===== src/rtl/mul_pipe_acc_if.sv =====
// Job / operand / result bundle between mul_pipe_acc and its environment.
// The master side drives job requests, operand valid, the multiplier product
// and the result ready; the slave side (mul_pipe_acc) answers with status,
// operand ready and the accumulated result.
interface mul_pipe_acc_if #(
   parameter int unsigned ACC_W = 16,
   parameter int unsigned CNT_W = 8
);

   logic             start;
   logic [CNT_W-1:0] len;
   logic             busy;
   logic             in_valid;
   logic             in_ready;
   logic [7:0]       mul_out;
   logic [ACC_W-1:0] acc_out;
   logic             acc_valid;
   logic             acc_ready;
   logic             ovf;

   modport master (
      output start,
      output len,
      output in_valid,
      output mul_out,
      output acc_ready,
      input  busy,
      input  in_ready,
      input  acc_out,
      input  acc_valid,
      input  ovf
   );

   modport slave (
      input  start,
      input  len,
      input  in_valid,
      input  mul_out,
      input  acc_ready,
      output busy,
      output in_ready,
      output acc_out,
      output acc_valid,
      output ovf
   );

endinterface


===== src/rtl/mul_pipe_acc.sv =====
// Accumulator and issue controller for the 4-bit pipelined multiplier.
// Accepts a job of len operand pairs, tracks in-flight products with a valid
// delay line matched to the multiplier latency (LAT), sums the 8-bit products
// and presents the sum on a valid/ready result port.
// Optional build macro: MUL_PIPE_ACC_SATURATE_EN -- clamp the sum to all-ones
// on overflow instead of wrapping modulo 2^ACC_W.
module mul_pipe_acc #(
   parameter int unsigned LAT   = 3,
   parameter int unsigned ACC_W = 16,
   parameter int unsigned CNT_W = 8
) (
   input logic           clk,
   input logic           rst_n,
   mul_pipe_acc_if.slave bus
);

   typedef enum logic [1:0] {StIdle, StRun, StHold} state_e;

   localparam logic [CNT_W-1:0] CntOne = CNT_W'(1);

   state_e           state_q;
   logic [CNT_W-1:0] len_q;
   logic [CNT_W-1:0] issue_cnt_q;
   logic [CNT_W-1:0] recv_cnt_q;
   logic [CNT_W-1:0] recv_cnt_inc;
   logic [LAT-1:0]   vld_dly_q;
   logic [LAT-1:0]   vld_dly_d;
   logic [ACC_W-1:0] acc_q;
   logic [ACC_W-1:0] acc_next;
   logic [ACC_W:0]   sum_ext;
   logic             ovf_q;
   logic             busy_q;
   logic             acc_valid_q;
   logic             in_ready_c;
   logic             accept;
   logic             capture;
   logic             carry;

   // Issue gating, capture decode and the next accumulator value.
   always_comb begin
      in_ready_c   = (state_q == StRun) && (issue_cnt_q < len_q);
      accept       = in_ready_c && bus.in_valid;
      // The oldest delay-line bit marks mul_out as holding a tracked product.
      capture      = vld_dly_q[LAT-1];
      sum_ext      = {1'b0, acc_q} + {{(ACC_W - 7){1'b0}}, bus.mul_out};
      carry        = sum_ext[ACC_W];
`ifdef MUL_PIPE_ACC_SATURATE_EN
      // Once saturated, the sum stays pinned for the rest of the job.
      acc_next     = (carry || ovf_q) ? {ACC_W{1'b1}} : sum_ext[ACC_W-1:0];
`else
      acc_next     = sum_ext[ACC_W-1:0];
`endif
      recv_cnt_inc = recv_cnt_q + CntOne;
   end

   // Valid delay line input: shift in a 1 for every accepted operand pair.
   if (LAT == 1) begin : g_dly_one
      assign vld_dly_d = accept;
   end else begin : g_dly_multi
      assign vld_dly_d = {vld_dly_q[LAT-2:0], accept};
   end

   // Job FSM with counters, delay line, accumulator and registered status.
   always_ff @(posedge clk or negedge rst_n) begin
      if (!rst_n) begin
         state_q     <= StIdle;
         len_q       <= '0;
         issue_cnt_q <= '0;
         recv_cnt_q  <= '0;
         vld_dly_q   <= '0;
         acc_q       <= '0;
         ovf_q       <= 1'b0;
         busy_q      <= 1'b0;
         acc_valid_q <= 1'b0;
      end else begin
         // Shift and capture run in every state; only RUN can inject 1s.
         vld_dly_q <= vld_dly_d;
         if (capture) begin
            acc_q      <= acc_next;
            recv_cnt_q <= recv_cnt_inc;
            if (carry) begin
               ovf_q <= 1'b1;
            end
         end
         if (accept) begin
            issue_cnt_q <= issue_cnt_q + CntOne;
         end

         case (state_q)
            StIdle: begin
               if (bus.start) begin
                  len_q       <= bus.len;
                  acc_q       <= '0;
                  ovf_q       <= 1'b0;
                  issue_cnt_q <= '0;
                  recv_cnt_q  <= '0;
                  busy_q      <= 1'b1;
                  if (bus.len != '0) begin
                     state_q <= StRun;
                  end else begin
                     // Empty job: present a zero result straight away.
                     state_q     <= StHold;
                     acc_valid_q <= 1'b1;
                  end
               end
            end
            StRun: begin
               // The capture that brings recv_cnt up to len_q ends the job.
               if (capture && (recv_cnt_inc == len_q)) begin
                  state_q     <= StHold;
                  acc_valid_q <= 1'b1;
               end
            end
            StHold: begin
               // start is ignored here, even alongside the handshake.
               if (acc_valid_q && bus.acc_ready) begin
                  state_q     <= StIdle;
                  acc_valid_q <= 1'b0;
                  busy_q      <= 1'b0;
               end
            end
            default: begin
               state_q     <= StIdle;
               acc_valid_q <= 1'b0;
               busy_q      <= 1'b0;
            end
         endcase
      end
   end

   assign bus.busy      = busy_q;
   assign bus.in_ready  = in_ready_c;
   assign bus.acc_out   = acc_q;
   assign bus.acc_valid = acc_valid_q;
   assign bus.ovf       = ovf_q;

endmodule


===== src/flat_wrapper.sv =====
// flat-port wrapper written by rule: the top's interface ports become plain ports
module mul_pipe_acc_flat 
#(
   parameter int unsigned LAT   = 3,
   parameter int unsigned ACC_W = 16,
   parameter int unsigned CNT_W = 8
)
  (clk, rst_n, bus_start, bus_len, bus_in_valid, bus_mul_out, bus_acc_ready, bus_busy, bus_in_ready, bus_acc_out, bus_acc_valid, bus_ovf);
  mul_pipe_acc_if #(.ACC_W(ACC_W), .CNT_W(CNT_W)) bus_i ();
  input logic clk;
  input logic rst_n;
  input wire logic [$bits(bus_i.start)-1:0] bus_start;
  input wire logic [$bits(bus_i.len)-1:0] bus_len;
  input wire logic [$bits(bus_i.in_valid)-1:0] bus_in_valid;
  input wire logic [$bits(bus_i.mul_out)-1:0] bus_mul_out;
  input wire logic [$bits(bus_i.acc_ready)-1:0] bus_acc_ready;
  output wire logic [$bits(bus_i.busy)-1:0] bus_busy;
  output wire logic [$bits(bus_i.in_ready)-1:0] bus_in_ready;
  output wire logic [$bits(bus_i.acc_out)-1:0] bus_acc_out;
  output wire logic [$bits(bus_i.acc_valid)-1:0] bus_acc_valid;
  output wire logic [$bits(bus_i.ovf)-1:0] bus_ovf;
  assign bus_i.start = bus_start;
  assign bus_i.len = bus_len;
  assign bus_i.in_valid = bus_in_valid;
  assign bus_i.mul_out = bus_mul_out;
  assign bus_i.acc_ready = bus_acc_ready;
  assign bus_busy = bus_i.busy;
  assign bus_in_ready = bus_i.in_ready;
  assign bus_acc_out = bus_i.acc_out;
  assign bus_acc_valid = bus_i.acc_valid;
  assign bus_ovf = bus_i.ovf;
  mul_pipe_acc #(.LAT(LAT), .ACC_W(ACC_W), .CNT_W(CNT_W)) u_core (.clk(clk), .rst_n(rst_n), .bus(bus_i));
endmodule

===== config.mk =====
export PLATFORM = sky130hd
export DESIGN_NAME = mul_pipe_acc_flat
export DESIGN_NICKNAME = d
export VERILOG_FILES = /design/src/rtl/mul_pipe_acc_if.sv /design/src/rtl/mul_pipe_acc.sv /design/src/flat_wrapper.sv
export SDC_FILE = /design/constraint.sdc
export NUM_CORES = 1
export LEC_CHECK = 0
export ABC_AREA = 1
export ABC_CLOCK_PERIOD_IN_PS = 1800
export CORE_UTILIZATION = 50
export CTS_CLUSTER_SIZE = 40
export DETAILED_ROUTE_END_ITERATION = 10
export PLACE_DENSITY_LB_ADDON = 0.15
export SYNTH_ARGS = -nofsm -noshare
export SYNTH_HDL_FRONTEND = slang
export SYNTH_SLANG_ARGS = --single-unit

===== constraint.sdc =====
create_clock -name clk -period 1.8 [get_ports clk]
set_input_delay 0.36 -clock clk [delete_from_list [all_inputs] [get_ports clk]]
set_output_delay 0.36 -clock clk [all_outputs]
set_load 0.03 [all_outputs]

# Word-level counts from Yosys, hierarchy flattened

Index checks and enable logic that the tools add are counted.

Input port bits: 21
Word-level logic and storage cells: 56
Register bits: 48
Output and inout bits: 20

$add $sub $neg: 3
Mux-type cells: 25
Equal/unequal tests: 7
Bitwise operators: 1
Reductions and logical operators: 10
Order comparisons: 1

Operators with widths:

| cell                                                                    | number |
|---|---|
| 16-bit 2-to-1 mux                                                       | 3 |
| 8-bit 2-to-1 mux                                                        | 6 |
| 16-bit by 8-bit adder with 17-bit output                                | 1 |
| 8-bit by 1-bit adder with 8-bit output, second input constant           | 2 |
| 1-bit 2-to-1 mux                                                        | 9 |
| 8-bit equality test                                                     | 1 |
| 8-bit < comparator                                                      | 1 |
| 2-bit 2-to-1 mux                                                        | 4 |
| 8-bit nonzero test                                                      | 1 |
| 2-bit inequality test, second input constant                            | 3 |
| 1-bit case mux with 3 select lines                                      | 2 |
| 2-bit case mux with 3 select lines                                      | 1 |
| 3-bit AND reduction                                                     | 2 |
| 1-bit logical AND                                                       | 4 |
| 4-bit AND reduction                                                     | 1 |
| 2-bit by 1-bit equality test with 1-bit output, second input constant   | 1 |
| 2-bit equality test, second input constant                              | 1 |
| 2-bit zero test                                                         | 1 |
| 2-bit by 1-bit inequality test with 1-bit output, second input constant | 1 |
| 2-bit AND reduction                                                     | 1 |
| 1-bit NOT                                                               | 1 |

# Logic depth before layout (Yosys ltp)

Word-level depth: 6
Mapped depth: 15
Gate-level depth less buffers: 15

# Worst setup path after synthesis

No wires, ideal clock.

Kind: reg2reg
Start point: register u_core.acc_q[0] (netlist: u_core.bus.acc_out[0])
End point: register u_core.acc_q[12] (netlist: u_core.bus.acc_out[12])
Stages on the path, launching flop included: 13
Data arrival time: 1.905 ns
Library setup time: 0.121 ns
Clock period less this slack: 2.026 ns
Path buffers: 0
Setup slack: -0.226 ns
Path through: dfrtp_1 ha_1 fa_1 nand2_1 nand2_1 a21oi_2 o21bai_2 nand2_1 nand2_2 nand4_1 nor2_1 nor2_1 nor2_1

Word-level cells in the longest chain between the ends: 4

Ends and longest elaborated chain:

| item                                       | RTL line           | RTL |
|---|---|---|
| start: declaration                         | mul_pipe_acc.sv:28 | `logic [ACC_W-1:0] acc_q;` |
| start signal: assignment                   | mul_pipe_acc.sv:79 | `acc_q <= acc_next;` |
| 16-bit by 8-bit adder with 17-bit output * | mul_pipe_acc.sv:45 | `sum_ext = {1'b0, acc_q} + {{(ACC_W - 7){1'b0}}, bus.mul_out};` |
| 16-bit 2-to-1 mux *                        | mul_pipe_acc.sv:78 | `if (capture) begin` |
| 16-bit 2-to-1 mux                          | mul_pipe_acc.sv:91 | `if (bus.start) begin` |
| 16-bit 2-to-1 mux *                        | mul_pipe_acc.sv:89 | `case (state_q)` |

Every way passes the cells marked *; elsewhere a longest branch is shown, timed or not.
A chain may end at the register's enable or synchronous reset.

# Worst setup path after layout

Start point: register u_core.issue_cnt_q[6]
End point: output bus_in_ready

Word-level cells in the longest chain between the ends: 2

Ends and longest elaborated chain:

| item                     | RTL line           | RTL |
|---|---|---|
| start: declaration       | mul_pipe_acc.sv:23 | `logic [CNT_W-1:0] issue_cnt_q;` |
| start signal: assignment | mul_pipe_acc.sv:86 | `issue_cnt_q <= issue_cnt_q + CntOne;` |
| 8-bit < comparator       | mul_pipe_acc.sv:41 | `in_ready_c = (state_q == StRun) && (issue_cnt_q < len_q);` |
| 1-bit logical AND        | mul_pipe_acc.sv:41 |  |
| end: declaration         | flat_wrapper.sv:18 | `output wire logic [$bits(bus_i.in_ready)-1:0] bus_in_ready;` |

No other way between the ends.

==> results.cfg <==
[drt]
drt_iter0_markers = 169
ant_nets = 0
drc = 0
routed_wirelength_um = 7117
via_count = 2833
wire_per_inst_um = 13.08
dr.pass1.iters = 4
avgViaCountPerCell = 5.208

[synth]
synthFlopType = dfrtp_1
syn_nets = 429
yosysUniqueCellTypes = 38
netlist_instances = 390
ys_ff_latch = 48
ys.warnings.count = 0
synth-edff-count = 0
yosys.area.top_type = dfrtp_1
synthArstFlopShare_pct = 100.0
synth_area_leaders = dfrtp_1, nand2_1, ha_1
yosysTopAreaCellShare_pct = 40.87
syn_area_um2 = 2939
synth-seq-area-share_pct = 40.87
syn_avg_cell_area_um2 = 7.536

[setup_path]
critical_path_arrival_ns = 1.61
crit_buf_inv = 2
timing.rr.start = u_core.bus.acc_out[0]$_DFF_PN0_
r2r_cells = 12
slowest_delay_ns = 0.43
critical_path_class = register to output port
worst_ep_required_time_ns = 1.44
crit_cells = 6
crit_path_max_fanout = 4
cp_top_family = flip-flops
end_kind = output port
crit_chain = ha_1, nand2_2, o21a_1, nand3_2, inv_2, buf_6
start_kind = register
crit_start = u_core.issue_cnt_q[6]$_DFF_PN0_
cpMaxStageDelayCell = dfrtp_1

[cts]
htree_levels = 2
cts-root-buf = clkbuf_8
cts_made_buffers = 5
cts_tree = done
clockBufferDepth = 2
worstSkewPairLatency_ns = 0.30
ctsHoldBuffers = 0
clk_pin_slew_ns = 0.08
cts_num_sinks = 48

[timing]
hold_slack_ns = 0.01778
maxSlewViolCount = 0
setup_ws_ns = -0.1695
finalCritPeriodShare_pct = 109.4
grt_setup_unrepaired = true
worst_pin_slew_ns = 0.7159
fmax_ghz = 0.5077
final-setup-viol-count = 10
relSlewSlack_pct = 52.22
hold_violations = 0
skew_ns = 0.003867
min_period_ns = 1.970

[cells_and_area]
syn_to_final_growth_pct = 41.17
final_cell_mix = nand2_1, dfrtp_1, inv_1, buf_4, nor2_1
nets = 510
drive_gt1_share_pct = 26.69
fillers = 420
mostFrequentLayoutCell = nand2_1
multiInputGateArea_um2 = 1789
diodes = 0
fin_area_um2 = 4149
seqCellArea_um2 = 1202
final_cell_count_no_fill = 544

[global_routing]
antenna_found_initial = 0
grt_max_degree = 49
grt_overflow = 0
grt_pass1_wl_um = 11890
grt_pass1_vias = 2661
grt_usage_pct = 24.64

[job]
drv_cap = 0

[die]
start_util_pct = 52.73
fp.dieArea_um2 = 6189
ios = 41
die_w_um = 78.67
rows = 27
die_h_um = 78.67
core_um2 = 5574

[placement]
placed_cell_area_um2 = 3646
dp.final_hpwl_um = 4801
globalplace.congestion = 0.8197
portBuffers = 40
placed_cells = 524

[status]
failed_checks = negative setup slack
outcome = finished with violations

[power]
leakage_nw = 2.081
vdd_ir_drop_max_mv = 0.9835
p_per_area_nw_per_um2 = 1527

[min_path]
hold_path_class = primary input to async pin
[cells in the mapped netlist (4+ instances only)]
master     n
nand2_1   88
inv_1     54
dfrtp_1   48
nor2_1    39
a21oi_1   32
nand3_1   29
o21ai_0   23
ha_1      17
clkbuf_1   5
nand2_2    4
nand4_1    4
nor3_1     4
xor2_1     4
[cell families after synthesis]
kind of cell,after synthesis,synth area share (%)
adders and majority gates,18,7.918
xor gates and xnor gates,6,1.788
DFF,48,40.87
buffers and inverters,65,8.642
and+or+nand+nor,184,27.76
AOI/OAI and AO/OA,69,13.03
[where the power goes]
| part | switching [W] | internal (W) |
|---|---|---|
| Clock | 0.000353 | 0.000351 |
| Sequential | 0.000345 | 0.00146 |
| Combinational | 0.00211 | 0.00171 |
| Total | 0.00281 | 0.00352 |
[final cells by class]
class                      instances  share of cell area [%]
clock buffer                       8                   2.413
sequential                        48                   28.98
timing repair buffer              84                   18.34
tap                               72                   2.171
inverter                          55                   4.976
multi-input combinational        277                   43.12
[worst paths after layout]
path                                                          to  slack, ns
worst max-delay path                                bus_in_ready      -0.17
worst min-delay path            u_core.bus.acc_out[11]$_DFF_PN0_       0.02
worst max register to register  u_core.bus.acc_out[12]$_DFF_PN0_      -0.12
worst min register to register     u_core.vld_dly_q[2]$_DFF_PN0_       0.36
max in group asynchronous        u_core.bus.acc_out[0]$_DFF_PN0_       1.53
min in group clk                   u_core.vld_dly_q[2]$_DFF_PN0_       0.36
[registers in the layout, indices dropped and copies added (netlist names)]
name	count
u_core.bus.acc_valid	1
u_core.len_q	8
u_core.vld_dly_q	3
u_core.bus.acc_out	16
u_core.bus.ovf	1
u_core.state_q	2
u_core.issue_cnt_q	8
u_core.bus.busy	1
u_core.recv_cnt_q	8
[repair_timing]
action                                  in CTS  in global routing
pin swaps                                   19                 22
setup buffers                                8                  5
resized for setup                           32                 43
endpoints found under the setup margin      16                 32
[metrics by stage]
stage	util, %	worst slack (ns)	TNS [ns]	power, W
floorplan	-	-0.1156	-0.4572	0.003788
global placement	65.41	-0.5006	-5.407	0.004843
detailed placement	65.41	-0.5380	-5.951	0.004933
CTS	71.02	-0.1353	-0.3222	0.005995
global route	74.43	-0.2477	-2.248	0.006863
finish	74.43	-0.1695	-0.6895	0.006335
[layer usage]
| metal | up-vias | GRT usage [%] | share of wire, % | wire (um) |
|---|---|---|---|---|
| met4 | 0 | 9.074 | 3.2 | 226 |
| li1 | 1423 | - | - | - |
| met3 | 23 | 5.233 | 2.6 | 182 |
| met1 | 1335 | 32.19 | 47 | 3359 |
| met5 | - | 0 | 0 | 0 |
| met2 | 52 | 40.00 | 47 | 3348 |
No activity file was read; power rests on OpenSTA's default activity.
